**src/rtl/operand_entry_if.sv**
```systemverilog
// Display-side bus of the 4-bit signed adder lab front end.
// The master (operand_entry) takes the raw switches and key and produces the
// captured operands, the result and the FSM state for the seven-segment block.
interface operand_entry_if;
  logic [3:0] sw;
  logic       key_n;
  logic [3:0] input1;
  logic [3:0] input2;
  logic [3:0] sum;
  logic       overflow;
  logic [1:0] state;
  logic       result_valid;

  modport master (
    input  sw,
    input  key_n,
    output input1,
    output input2,
    output sum,
    output overflow,
    output state,
    output result_valid
  );

  modport slave (
    output sw,
    output key_n,
    input  input1,
    input  input2,
    input  sum,
    input  overflow,
    input  state,
    input  result_valid
  );
endinterface

```
**src/rtl/operand_entry.sv**
```systemverilog
// operand_entry: operand capture and 4-bit signed add for the adder lab.
// Switches and the enter key are synchronized, the key is (optionally)
// debounced, and a falling edge of the clean key level steps the FSM
// A -> B -> CALC -> SHOW -> A.
// Optional feature macro: OPERAND_ENTRY_DEBOUNCE_EN (debounce counter present).
// Without it the clean key level is simply the synchronized key.
module operand_entry #(
  parameter int DEBOUNCE_CYCLES = 500000
) (
  input  logic           clk,
  input  logic           reset_n,
  operand_entry_if.master bus
);

  typedef enum logic [1:0] {
    S_A    = 2'b00,
    S_B    = 2'b01,
    S_CALC = 2'b10,
    S_SHOW = 2'b11
  } state_t;

  logic [3:0]        r_sw_s1;
  logic [3:0]        r_sw_s2;
  logic              r_key_s1;
  logic              r_key_s2;
  logic              w_level;
  logic              r_level_d;
  logic              r_enter;
  state_t            r_state;
  logic signed [3:0] r_in1;
  logic signed [3:0] r_in2;
  logic signed [3:0] r_sum;
  logic              r_ovf;
  logic              r_rv;
  logic signed [3:0] w_sum;

  // Signed overflow: operands share a sign and the result sign differs.
  function automatic logic f_add_ovf(input logic signed [3:0] a,
                                     input logic signed [3:0] b,
                                     input logic signed [3:0] s);
    return (a[3] == b[3]) && (s[3] != a[3]);
  endfunction

  // Two-flop synchronizers; the key idles released (high).
  always_ff @(posedge clk or negedge reset_n) begin
    if (!reset_n) begin
      r_sw_s1  <= 4'b0000;
      r_sw_s2  <= 4'b0000;
      r_key_s1 <= 1'b1;
      r_key_s2 <= 1'b1;
    end else begin
      r_sw_s1  <= bus.sw;
      r_sw_s2  <= r_sw_s1;
      r_key_s1 <= bus.key_n;
      r_key_s2 <= r_key_s1;
    end
  end

`ifdef OPERAND_ENTRY_DEBOUNCE_EN
  localparam int CNT_W = (DEBOUNCE_CYCLES > 1) ? $clog2(DEBOUNCE_CYCLES) : 1;
  localparam logic [CNT_W-1:0] CNT_MAX = CNT_W'(DEBOUNCE_CYCLES - 1);

  logic [CNT_W-1:0] r_cnt;
  logic             r_level;

  // Accept a new key level only after it has differed from the clean level
  // for DEBOUNCE_CYCLES consecutive clocks; any bounce back restarts the count.
  always_ff @(posedge clk or negedge reset_n) begin
    if (!reset_n) begin
      r_cnt   <= '0;
      r_level <= 1'b1;
    end else if (r_key_s2 == r_level) begin
      r_cnt   <= '0;
    end else if (r_cnt == CNT_MAX) begin
      r_cnt   <= '0;
      r_level <= r_key_s2;
    end else begin
      r_cnt   <= r_cnt + 1'b1;
    end
  end

  assign w_level = r_level;
`else
  logic w_unused_cfg;
  assign w_unused_cfg = (DEBOUNCE_CYCLES == 0);
  assign w_level      = r_key_s2;
`endif

  // Registered press detector: one pulse on the 1->0 edge of the clean level.
  always_ff @(posedge clk or negedge reset_n) begin
    if (!reset_n) begin
      r_level_d <= 1'b1;
      r_enter   <= 1'b0;
    end else begin
      r_level_d <= w_level;
      r_enter   <= r_level_d & ~w_level;
    end
  end

  assign w_sum = r_in1 + r_in2;

  // Entry sequencer with registered operand/result outputs.
  always_ff @(posedge clk or negedge reset_n) begin
    if (!reset_n) begin
      r_state <= S_A;
      r_in1   <= '0;
      r_in2   <= '0;
      r_sum   <= '0;
      r_ovf   <= 1'b0;
      r_rv    <= 1'b0;
    end else begin
      r_rv <= 1'b0;
      case (r_state)
        S_A: begin
          if (r_enter) begin
            r_in1   <= $signed(r_sw_s2);
            r_state <= S_B;
          end
        end
        S_B: begin
          if (r_enter) begin
            r_in2   <= $signed(r_sw_s2);
            r_state <= S_CALC;
          end
        end
        S_CALC: begin
          r_sum   <= w_sum;
          r_ovf   <= f_add_ovf(r_in1, r_in2, w_sum);
          r_rv    <= 1'b1;
          r_state <= S_SHOW;
        end
        S_SHOW: begin
          if (r_enter) begin
            r_in1   <= '0;
            r_in2   <= '0;
            r_sum   <= '0;
            r_ovf   <= 1'b0;
            r_state <= S_A;
          end
        end
        default: r_state <= S_A;
      endcase
    end
  end

  assign bus.input1       = r_in1;
  assign bus.input2       = r_in2;
  assign bus.sum          = r_sum;
  assign bus.overflow     = r_ovf;
  assign bus.state        = r_state;
  assign bus.result_valid = r_rv;

endmodule

```
**src/flat_wrapper.sv**
```systemverilog
// flat-port wrapper written by rule: the top's interface ports become plain ports
module operand_entry_flat 
#(
  parameter int DEBOUNCE_CYCLES = 500000
)
  (clk, reset_n, bus_sw, bus_key_n, bus_input1, bus_input2, bus_sum, bus_overflow, bus_state, bus_result_valid);
  operand_entry_if bus_i ();
  input  logic clk;
  input  logic reset_n;
  input wire logic [$bits(bus_i.sw)-1:0] bus_sw;
  input wire logic [$bits(bus_i.key_n)-1:0] bus_key_n;
  output wire logic [$bits(bus_i.input1)-1:0] bus_input1;
  output wire logic [$bits(bus_i.input2)-1:0] bus_input2;
  output wire logic [$bits(bus_i.sum)-1:0] bus_sum;
  output wire logic [$bits(bus_i.overflow)-1:0] bus_overflow;
  output wire logic [$bits(bus_i.state)-1:0] bus_state;
  output wire logic [$bits(bus_i.result_valid)-1:0] bus_result_valid;
  assign bus_i.sw = bus_sw;
  assign bus_i.key_n = bus_key_n;
  assign bus_input1 = bus_i.input1;
  assign bus_input2 = bus_i.input2;
  assign bus_sum = bus_i.sum;
  assign bus_overflow = bus_i.overflow;
  assign bus_state = bus_i.state;
  assign bus_result_valid = bus_i.result_valid;
  operand_entry #(.DEBOUNCE_CYCLES(DEBOUNCE_CYCLES)) u_core (.clk(clk), .reset_n(reset_n), .bus(bus_i));
endmodule
```
**config.mk**
```make
export PLATFORM = sky130hd
export DESIGN_NAME = operand_entry_flat
export DESIGN_NICKNAME = d
export VERILOG_FILES = /design/src/rtl/operand_entry_if.sv /design/src/rtl/operand_entry.sv /design/src/flat_wrapper.sv
export SDC_FILE = /design/constraint.sdc
export NUM_CORES = 1
export LEC_CHECK = 0
export BUFFER_PORTS_ARGS = -buffer_cell sky130_fd_sc_hd__buf_2
export CORE_ASPECT_RATIO = 1.25
export CORE_MARGIN = 5
export CORE_UTILIZATION = 50
export CTS_CLUSTER_DIAMETER = 80
export DETAILED_ROUTE_END_ITERATION = 16
export GPL_ROUTABILITY_DRIVEN = 0
export PLACE_DENSITY_LB_ADDON = 0.05
export RECOVER_POWER = 100
export SLEW_MARGIN = 20
export SYNTH_ARGS = -nofsm -noshare
export SYNTH_HDL_FRONTEND = slang
export SYNTH_SLANG_ARGS = --single-unit
```
**constraint.sdc**
```tcl
create_clock -name clk -period 2.3 [get_ports clk]
set_input_delay 0.115 -clock clk [delete_from_list [all_inputs] [get_ports clk]]
set_output_delay 0.115 -clock clk [all_outputs]
set_load 0.1 [all_outputs]
```
==> report_table.html, run 1 <==
<table>
<tr><th>Metric</th><th>Value</th></tr>
<tr><th colspan="2">Outcome</th></tr>
<tr><td>Outcome</td><td>completed</td></tr>
<tr><th colspan="2">Synth</th></tr>
<tr><td>Synth Cell Area</td><td>0.00122 mm2</td></tr>
<tr><td>Xor and xnor fraction of the mapped netlist area</td><td>0.0144</td></tr>
<tr><td>Area fraction in and, or, nand and nor cells after synthesis</td><td>0.0832</td></tr>
<tr><td>Count of warnings emitted by yosys</td><td>0</td></tr>
<tr><td>Seq/Total Area, Yosys</td><td>0.579</td></tr>
<tr><td>Register bit total from synthesis</td><td>28</td></tr>
<tr><td>Arithmetic-cell share of the synthesized area counting full adders, half adders and majority gates</td><td>0.0987</td></tr>
<tr><td>Number of distinct library cells after synthesis</td><td>26</td></tr>
<tr><td>Dominant combinational cell family by area after synthesis</td><td>compound AO/OA/AOI/OAI gates</td></tr>
<tr><td>Number of nets produced by synthesis</td><td>116</td></tr>
<tr><td>Post-synthesis mux area share</td><td>0.0257</td></tr>
<tr><td>Compound-gate portion of the synthesized area</td><td>0.148</td></tr>
<tr><td>Mean Syn Cell Area</td><td>12.2 um2</td></tr>
<tr><td>Number of cells produced by synthesis</td><td>100</td></tr>
<tr><th colspan="2">Drt</th></tr>
<tr><td>Number of violations reported at the end of detailed-routing iteration 0</td><td>5</td></tr>
<tr><td>Antenna violation net count after detailed routing</td><td>0</td></tr>
<tr><td>Via density</td><td>5.13</td></tr>
<tr><td>Average wire length per cell after detail routing</td><td>13.0 um</td></tr>
<tr><td>Routed vias</td><td>820</td></tr>
<tr><td>Routed wire length</td><td>2080 um</td></tr>
<tr><td>DRC viols</td><td>0</td></tr>
<tr><td>Iteration count of the initial detailed-routing pass</td><td>4</td></tr>
<tr><th colspan="2">Clocking</th></tr>
<tr><td>Quantity of hold-fixing buffers added after cts</td><td>6</td></tr>
<tr><td>Setup fix buffers added after clock tree synthesis</td><td>0</td></tr>
<tr><td>Clock network latency to the later pin of the worst-skew pair</td><td>0.32 ns</td></tr>
<tr><td>Clock Root Buffer</td><td>sky130_fd_sc_hd__clkbuf_4</td></tr>
<tr><td>Buffer depth of the longest clock path</td><td>2</td></tr>
<tr><td>Post-CTS resize count</td><td>0</td></tr>
<tr><td>CTS Sinks</td><td>28</td></tr>
<tr><td>Post-CTS clock slew at the launch and capture registers of the worst setup and hold paths</td><td>0.14 ns</td></tr>
<tr><td>Cts bufs inserted</td><td>3</td></tr>
<tr><td>CTS tree</td><td>yes</td></tr>
<tr><td>Count of H-tree levels built during CTS</td><td>1</td></tr>
<tr><th colspan="2">Finish</th></tr>
<tr><td>Antenna fix cells</td><td>0</td></tr>
<tr><td>Most frequent cells in the layout</td><td>25 x sky130_fd_sc_hd__dfrtp_1, 17 x sky130_fd_sc_hd__clkbuf_1, 10 x sky130_fd_sc_hd__inv_1</td></tr>
<tr><td>Area delta synth-&gt;final</td><td>17.5%</td></tr>
<tr><td>Final #Nets</td><td>144</td></tr>
<tr><td>Ratio of cells with drive above 1 in the final layout</td><td>0.0945</td></tr>
<tr><td>Total of fill cells in the finished design</td><td>196</td></tr>
<tr><td>Most frequent standard cell in the layout excluding fill and tap cells</td><td>sky130_fd_sc_hd__dfrtp_1</td></tr>
<tr><th colspan="2">Setup path</th></tr>
<tr><td>Critical path buffer and inverter count</td><td>1</td></tr>
<tr><td>Cell-by-cell listing of the critical path</td><td>clkbuf_1</td></tr>
<tr><td>WP data arrival</td><td>1.66 ns</td></tr>
<tr><td>Worst path required time</td><td>2.18 ns</td></tr>
<tr><td>Family with the most delay on the worst path</td><td>buffers and inverters</td></tr>
<tr><td>Category of the critical setup timing path</td><td>reg -&gt; out</td></tr>
<tr><td>Largest stage delay on the critical path</td><td>0.88 ns</td></tr>
<tr><td>Slowest cell on the critical path</td><td>sky130_fd_sc_hd__clkbuf_1</td></tr>
<tr><td>Crit-path max FO</td><td>4</td></tr>
<tr><td>Kind of end point of the critical path</td><td>output port</td></tr>
<tr><td>Startpoint class of the critical path</td><td>flip-flop</td></tr>
<tr><th colspan="2">STA</th></tr>
<tr><td>Period minus WS final</td><td>1.78 ns</td></tr>
<tr><td>Tightest Pin Transition</td><td>1.41 ns</td></tr>
<tr><td>Final-report hold violation count</td><td>0</td></tr>
<tr><td>Fraction of the cycle the final worst path needs</td><td>0.772</td></tr>
<tr><td>Remaining max-slew budget at the tightest pin</td><td>0.0570</td></tr>
<tr><td>Final-report max-slew violation count</td><td>0</td></tr>
<tr><td>Worst clock skew</td><td>0.00379 ns</td></tr>
<tr><td>Max Fclk</td><td>0.563 GHz</td></tr>
<tr><td>Worst setup slack after layout</td><td>0.525 ns</td></tr>
<tr><td>Fin Setup TNS</td><td>0 ns</td></tr>
<tr><td>RSZ-0062 raised after global routing</td><td>no</td></tr>
<tr><td>Final count of negative-setup-slack endpoints</td><td>0</td></tr>
<tr><th colspan="2">Floorplan</th></tr>
<tr><td>Number of rows created at floorplan</td><td>20</td></tr>
<tr><td>Number of primary I/O pins</td><td>23</td></tr>
<tr><td>Starting Density</td><td>0.512</td></tr>
<tr><td>Horizontal die dimension</td><td>54.1 um</td></tr>
<tr><td>Die Area</td><td>0.00353 mm2</td></tr>
<tr><td>Height of the chip</td><td>65.2 um</td></tr>
<tr><td>Core region area</td><td>0.00238 mm2</td></tr>
<tr><th colspan="2">Placement</th></tr>
<tr><td>Dpl ws</td><td>0.627 ns</td></tr>
<tr><td>DPL Wire Length</td><td>1560 um</td></tr>
<tr><td>Count of port buffers added during placement</td><td>22</td></tr>
<tr><th colspan="2">Flow run</th></tr>
<tr><td>Reported max-cap violation count</td><td>0</td></tr>
<tr><th colspan="2">GRT</th></tr>
<tr><td>Gr ovfl total</td><td>0</td></tr>
<tr><td>Combined global-route utilization of all metal layers</td><td>0.146</td></tr>
<tr><td>Number of antenna violations at the first check in global routing</td><td>0</td></tr>
<tr><td>First-pass GRT wire length</td><td>3800 um</td></tr>
<tr><td>Pin count of the biggest net entering global routing</td><td>29</td></tr>
<tr><td>Via count of the first global-routing pass</td><td>860</td></tr>
<tr><th colspan="2">Min path</th></tr>
<tr><td>Worst Hold Class</td><td>reg -&gt; reg</td></tr>
</table>
-- metrics by stage --
| stage | instances | utilization | instance area (um2) | hold slack (ns) |
|---|---|---|---|---|
| 6_report | 160 | 0.602 | 1430 | 0.366 |
| 5_1_grt | 160 | 0.602 | 1430 | 0.366 |
| 4_1_cts | 160 | 0.613 | 1460 | 0.322 |
| 3_5_place_dp | 150 | 0.565 | 1340 | 0.155 |
| 3_3_place_gp | 150 | 0.565 | 1340 | 0.152 |
| 2_1_floorplan | 100 | - | 1220 | -0.181 |
-- synth_stat cells --
library cell	n	area, um2
sky130_fd_sc_hd__a21o_1	1	7.51
sky130_fd_sc_hd__a22o_1	3	26.3
sky130_fd_sc_hd__and3_1	1	6.26
sky130_fd_sc_hd__buf_2	5	25.0
sky130_fd_sc_hd__dfrtp_1	25	626
sky130_fd_sc_hd__dfstp_2	3	78.8
sky130_fd_sc_hd__fa_1	1	20.0
sky130_fd_sc_hd__ha_1	8	100
sky130_fd_sc_hd__inv_1	10	37.5
sky130_fd_sc_hd__mux2_1	1	11.3
sky130_fd_sc_hd__mux2i_1	2	20.0
sky130_fd_sc_hd__nand2_1	2	7.51
sky130_fd_sc_hd__nand3_1	9	45.0
sky130_fd_sc_hd__nor2_1	2	7.51
sky130_fd_sc_hd__nor2b_1	1	6.26
sky130_fd_sc_hd__nor2b_2	1	8.76
sky130_fd_sc_hd__nor3_1	1	5.00
sky130_fd_sc_hd__o2111ai_1	1	8.76
sky130_fd_sc_hd__o211ai_1	2	15.0
sky130_fd_sc_hd__o211ai_2	1	12.5
sky130_fd_sc_hd__o21a_1	8	60.1
sky130_fd_sc_hd__o22ai_1	8	50.1
sky130_fd_sc_hd__or2_1	1	6.26
sky130_fd_sc_hd__or3b_1	1	8.76
sky130_fd_sc_hd__xnor2_1	1	8.76
sky130_fd_sc_hd__xor2_1	1	8.76
-- final timing paths --
kind	from	to	slack (ns)	depth (start not counted)
max	u_core.bus.input2[1]	bus_input2[1]	0.52	1
min	u_core.r_sw_s1[3]	u_core.r_sw_s2[3]	0.37	0
max reg2reg	u_core.bus.state[1]	u_core.bus.state[1]	0.63	4
min reg2reg	u_core.r_sw_s1[3]	u_core.r_sw_s2[3]	0.37	0
max in group asynchronous	reset_n	u_core.r_sw_s2[2]	0.85	2
min in group asynchronous	reset_n	u_core.bus.sum[3]	0.63	2
-- cell type report --
cell class | count | area [um2] | area share
flip-flops and latches | 28 | 704 | 0.493
multi-input cells | 57 | 445 | 0.311
clock buffers | 3 | 22.5 | 0.0157
well taps | 33 | 41.3 | 0.0289
inverters | 10 | 37.5 | 0.0262
clock inverters | 1 | 30.0 | 0.0210
repair buffers | 28 | 149 | 0.104
-- flip-flops by register name, summed over array words and instances, names as in the netlist --
register,count
u_core.r_sw_s2,4
u_core.r_enter,1
u_core.bus.overflow,1
u_core.r_level_d,1
u_core.r_key_s2,1
u_core.r_key_s1,1
u_core.bus.sum,4
u_core.bus.input1,4
u_core.bus.state,2
u_core.bus.input2,4
u_core.r_sw_s1,4
u_core.bus.result_valid,1
-- cell families (layout without fill, tap and decap cells) --
| family | Yosys count | in the layout |
|---|---|---|
| compound gates | 24 | 24 |
| xor+xnor | 2 | 2 |
| fa+ha+maj | 9 | 9 |
| buf+inv | 15 | 42 |
| flops | 28 | 28 |
| mux | 3 | 3 |
| simple gates | 19 | 19 |
-- metal layers --
metal / track usage / vias up / wire (um)
met2: 0.238 / 19 / 1010
met1: 0.187 / 394 / 922
met5: 0 / - / 0
li1: - / 402 / -
met4: 0.0561 / 0 / 40
met3: 0.0272 / 5 / 106
Power of run 1 is left out: the tool's default activity adds up to more than one toggle a clock period on the data nets, which glitch-free logic cannot reach.
==> run 2: changes to the inputs <==
Settings changed: ABC_AREA set to 1, CORE_UTILIZATION 50 to 47.
Clock period 2.3 ns to 1.55 ns, I/O delays scaled along.
==> run 2 against run 1 <==
Effect of this change: die area up 2.4%; hold slack worse by 0.078 ns; first-iteration DRC count rose by 60%; routed wire length down 2.1%; sequential cell count unchanged; area after synthesis down 3.3%; register-to-register slack worse by 0.52 ns; count of clock-buffer cells in the layout unchanged.
==> report_table.html, run 2 <==
<table>
<tr><th>Metric</th><th>Value</th></tr>
<tr><th colspan="2">GRT</th></tr>
<tr><td>Via count of the first global-routing pass</td><td>858 (-0.23%)</td></tr>
<tr><td>First-pass GRT wire length</td><td>3610 um (-5.1%)</td></tr>
<tr><td>Gr ovfl total</td><td>0 (unchanged)</td></tr>
<tr><td>Global Route met2 Usage</td><td>0.250 (+0.0120)</td></tr>
<tr><td>Met1 routing resource usage after global routing</td><td>0.145 (-0.0412)</td></tr>
<tr><td>Grt peak-use layer</td><td>met2</td></tr>
<tr><td>Pin count of the biggest net entering global routing</td><td>29 (unchanged)</td></tr>
<tr><td>Combined global-route utilization of all metal layers</td><td>0.138 (-0.00740)</td></tr>
<tr><td>Number of antenna violations at the first check in global routing</td><td>0 (unchanged)</td></tr>
<tr><td>Global-route met3 utilization</td><td>0.0339 (+0.00665)</td></tr>
<tr><th colspan="2">Clocking</th></tr>
<tr><td>Count of H-tree levels built during CTS</td><td>1 (unchanged)</td></tr>
<tr><td>Clock Root Buffer</td><td>sky130_fd_sc_hd__clkbuf_4</td></tr>
<tr><td>Post-CTS clock slew at the launch and capture registers of the worst setup and hold paths</td><td>0.14 ns (about the same)</td></tr>
<tr><td>Buffer depth of the longest clock path</td><td>2 (unchanged)</td></tr>
<tr><td>Setup fix buffers added after clock tree synthesis</td><td>0 (unchanged)</td></tr>
<tr><td>Post-CTS resize count</td><td>0 (unchanged)</td></tr>
<tr><td>CTS tree</td><td>yes</td></tr>
<tr><td>Clock network latency to the later pin of the worst-skew pair</td><td>0.33 ns (about the same)</td></tr>
<tr><td>CTS Sinks</td><td>28 (unchanged)</td></tr>
<tr><td>Cts bufs inserted</td><td>3 (unchanged)</td></tr>
<tr><th colspan="2">Synth</th></tr>
<tr><td>Compound-gate portion of the synthesized area</td><td>0.0648 (-0.0832)</td></tr>
<tr><td>Number of cells produced by synthesis</td><td>111 (+11%)</td></tr>
<tr><td>Register bit total from synthesis</td><td>28 (unchanged)</td></tr>
<tr><td>Post-synthesis mux area share</td><td>0 (-0.0257)</td></tr>
<tr><td>Seq/Total Area, Yosys</td><td>0.598 (+0.0197)</td></tr>
<tr><td>Number of distinct library cells after synthesis</td><td>18 (-31%)</td></tr>
<tr><td>Xor and xnor fraction of the mapped netlist area</td><td>0.00744 (-0.00695)</td></tr>
<tr><td>Async set-reset flop share out of synthesis</td><td>1.00 (unchanged)</td></tr>
<tr><td>Count of warnings emitted by yosys</td><td>0 (unchanged)</td></tr>
<tr><td>Number of nets produced by synthesis</td><td>127 (+9.5%)</td></tr>
<tr><td>Dominant combinational cell family by area after synthesis</td><td>simple AND/OR/NAND/NOR gates</td></tr>
<tr><td>EDFF count, synth</td><td>0 (unchanged)</td></tr>
<tr><td>Arithmetic-cell share of the synthesized area counting full adders, half adders and majority gates</td><td>0.102 (+0.00336)</td></tr>
<tr><td>Area fraction in and, or, nand and nor cells after synthesis</td><td>0.189 (+0.106)</td></tr>
<tr><td>Mean Syn Cell Area</td><td>10.6 um2 (-13%)</td></tr>
<tr><td>Fraction of synthesized cell area taken by the top area cell type</td><td>0.531 (+0.0175)</td></tr>
<tr><td>Synth Cell Area</td><td>0.00118 mm2 (-3.3%)</td></tr>
<tr><td>Library cell with the largest summed area after synthesis</td><td>sky130_fd_sc_hd__dfrtp_1</td></tr>
<tr><td>Most used DFF post-synth</td><td>sky130_fd_sc_hd__dfrtp_1</td></tr>
<tr><td>List of most frequent post-synthesis cells</td><td>32 x sky130_fd_sc_hd__nand2_1, 25 x sky130_fd_sc_hd__dfrtp_1, 8 x sky130_fd_sc_hd__ha_1, 8 x sky130_fd_sc_hd__inv_1</td></tr>
<tr><td>Largest cells by area after synthesis</td><td>sky130_fd_sc_hd__dfrtp_1 53%, sky130_fd_sc_hd__nand2_1 10%, sky130_fd_sc_hd__ha_1 8.5%</td></tr>
<tr><td>Most used standard cell by instance count after synthesis</td><td>sky130_fd_sc_hd__nand2_1</td></tr>
<tr><th colspan="2">Min path</th></tr>
<tr><td>Worst Hold Class</td><td>in -&gt; async</td></tr>
<tr><th colspan="2">STA</th></tr>
<tr><td>Fraction of the cycle the final worst path needs</td><td>0.932</td></tr>
<tr><td>Final-report hold violation count</td><td>0 (unchanged)</td></tr>
<tr><td>Worst clock skew</td><td>0.00149 ns (-0.00230 ns)</td></tr>
<tr><td>Max Fclk</td><td>0.692 GHz</td></tr>
<tr><td>Final count of negative-setup-slack endpoints</td><td>0 (unchanged)</td></tr>
<tr><td>Final-report max-slew violation count</td><td>0 (unchanged)</td></tr>
<tr><td>Fin Setup TNS</td><td>0 ns (unchanged)</td></tr>
<tr><td>RSZ-0062 raised after global routing</td><td>no</td></tr>
<tr><td>Period minus WS final</td><td>1.44 ns</td></tr>
<tr><td>Tightest Pin Transition</td><td>0.664 ns (-0.750 ns)</td></tr>
<tr><td>Remaining max-slew budget at the tightest pin</td><td>0.557 (+0.500)</td></tr>
<tr><th colspan="2">Placement</th></tr>
<tr><td>DPL Wire Length</td><td>1480 um (-5.2%)</td></tr>
<tr><td># placed instances</td><td>166 (+11%)</td></tr>
<tr><td>Count of port buffers added during placement</td><td>22 (unchanged)</td></tr>
<tr><th colspan="2">Drt</th></tr>
<tr><td>Routed vias</td><td>816 (-0.49%)</td></tr>
<tr><td>DRC viols</td><td>0 (unchanged)</td></tr>
<tr><td>Routed wire length</td><td>2030 um (-2.1%)</td></tr>
<tr><td>Antenna violation net count after detailed routing</td><td>0 (unchanged)</td></tr>
<tr><td>Iteration count of the initial detailed-routing pass</td><td>5 (+1)</td></tr>
<tr><td>Average wire length per cell after detail routing</td><td>11.6 um (-11%)</td></tr>
<tr><td>Via density</td><td>4.64 (-9.5%)</td></tr>
<tr><td>Number of violations reported at the end of detailed-routing iteration 0</td><td>8 (+3)</td></tr>
<tr><th colspan="2">Finish</th></tr>
<tr><td>Area delta synth-&gt;final</td><td>22.1%</td></tr>
<tr><td>Final #Nets</td><td>160 (+11%)</td></tr>
<tr><td>Ratio of cells with drive above 1 in the final layout</td><td>0.308 (+0.213)</td></tr>
<tr><td>Most frequent cells in the layout</td><td>34 x sky130_fd_sc_hd__nand2_1, 17 x sky130_fd_sc_hd__clkbuf_2, 17 x sky130_fd_sc_hd__dfrtp_1</td></tr>
<tr><td>Most frequent standard cell in the layout excluding fill and tap cells</td><td>sky130_fd_sc_hd__nand2_1</td></tr>
<tr><td>Final cell count without fillers</td><td>176 (+10%)</td></tr>
<tr><td>Antenna fix cells</td><td>0 (unchanged)</td></tr>
<tr><th colspan="2">Setup path</th></tr>
<tr><td>Largest stage delay on the critical path</td><td>0.51 ns (-0.37 ns)</td></tr>
<tr><td>Worst path required time</td><td>1.78 ns (-0.40 ns)</td></tr>
<tr><td>Kind of end point of the critical path</td><td>flip-flop</td></tr>
<tr><td>Slowest cell on the critical path</td><td>sky130_fd_sc_hd__dfrtp_4</td></tr>
<tr><td>Cell-by-cell listing of the critical path</td><td>ha_1 -&gt; fa_1 -&gt; xnor2_1 -&gt; o21ai_1</td></tr>
<tr><td>Crit-path max FO</td><td>3 (-1)</td></tr>
<tr><td>Startpoint class of the critical path</td><td>flip-flop</td></tr>
<tr><td>WP data arrival</td><td>1.68 ns (+0.02 ns)</td></tr>
<tr><td>Category of the critical setup timing path</td><td>reg -&gt; reg</td></tr>
<tr><th colspan="2">Floorplan</th></tr>
<tr><td>Height of the chip</td><td>66.0 um (+1.2%)</td></tr>
<tr><td>Die Area</td><td>0.00361 mm2 (+2.4%)</td></tr>
<tr><td>Number of rows created at floorplan</td><td>20 (unchanged)</td></tr>
<tr><td>Starting Density</td><td>0.485 (-0.0271)</td></tr>
<tr><td>Core region area</td><td>0.00243 mm2 (+2.1%)</td></tr>
<tr><td>Horizontal die dimension</td><td>54.8 um (+1.2%)</td></tr>
<tr><td>Number of primary I/O pins</td><td>23 (unchanged)</td></tr>
<tr><th colspan="2">Flow run</th></tr>
<tr><td>Reported max-cap violation count</td><td>0 (unchanged)</td></tr>
<tr><th colspan="2">Outcome</th></tr>
<tr><td>Outcome</td><td>completed</td></tr>
</table>
==> run 2: cell count changes after synthesis, sizes merged, moves of 2 or more <==
| cell | delta |
|---|---|
| nand2 | +34 |
| o21ai | +12 |
| o21a | -8 |
| o22ai | -8 |
| buf | -5 |
| a22o | -3 |
| inv | +2 |
| mux2i | -2 |
| nor2b | -2 |
| o211ai | -2 |
==> run 2: path summary, 6_finish.rpt <==
check                                      from                   end  slack, ns  cells past startpoint
min in group clk              u_core.r_sw_s1[3]     u_core.r_sw_s2[3]       0.37                      0
setup / recovery           u_core.bus.input2[0]     u_core.bus.sum[2]       0.11                      4
setup reg to reg           u_core.bus.input2[0]     u_core.bus.sum[2]       0.11                      4
hold reg to reg               u_core.r_sw_s1[3]     u_core.r_sw_s2[3]       0.37                      0
max in group asynchronous               reset_n  u_core.bus.input1[0]       0.78                      2
hold / removal                          reset_n     u_core.bus.sum[3]       0.29                      2
==> run 2: layer usage <==
| metal | vias to the layer above | wire, um |
|---|---|---|
| met3 | 4 | 108 |
| met5 | - | 0 |
| li1 | 415 | - |
| met1 | 378 | 788 |
| met2 | 19 | 1110 |
| met4 | 0 | 23 |
==> run 2: critical path: cells and delay by family (launching register included) <==
| kind | cells | cell delay, ns |
|---|---|---|
| AOI/OAI and AO/OA | 1 | 0.07 |
| xor gates and xnor gates | 1 | 0.15 |
| adders and majority gates | 2 | 0.63 |
| DFF | 1 | 0.51 |
==> run 2: cell type report <==
class,count,area [um2]
multi-input cells,71,409
repair buffers,28,170
well taps,33,41.3
flip-flops and latches,28,719
clock inverters,1,30.0
clock buffers,3,22.5
fillers,217,990
inverters,12,45.0
==> run 2: per-stage QoR <==
step,setup slack [ns],hold slack [ns],util,cell area [um2]
floorplan,0.00195,-0.218,-,1190
global placement,0.185,0.116,0.555,1350
detailed placement,0.152,0.125,0.555,1350
CTS,0.135,0.286,0.601,1460
global route,0.0487,0.353,0.592,1440
finish,0.105,0.288,0.592,1440
==> run 2: cells by family after synthesis <==
family                     after synthesis
and+or+nand+nor                         47
buffers and inverters                   12
DFF                                     28
AOI/OAI and AO/OA                       14
adders and majority gates                9
xor gates and xnor gates                 1
==> run 2: what timing repair did <==
item | in CTS | in global routing
hold buffers | 6 | 0
endpoints found under the setup margin | 0 | 0
endpoints found under the hold margin | 30 | 0
Power of run 2 is left out for the same reason.
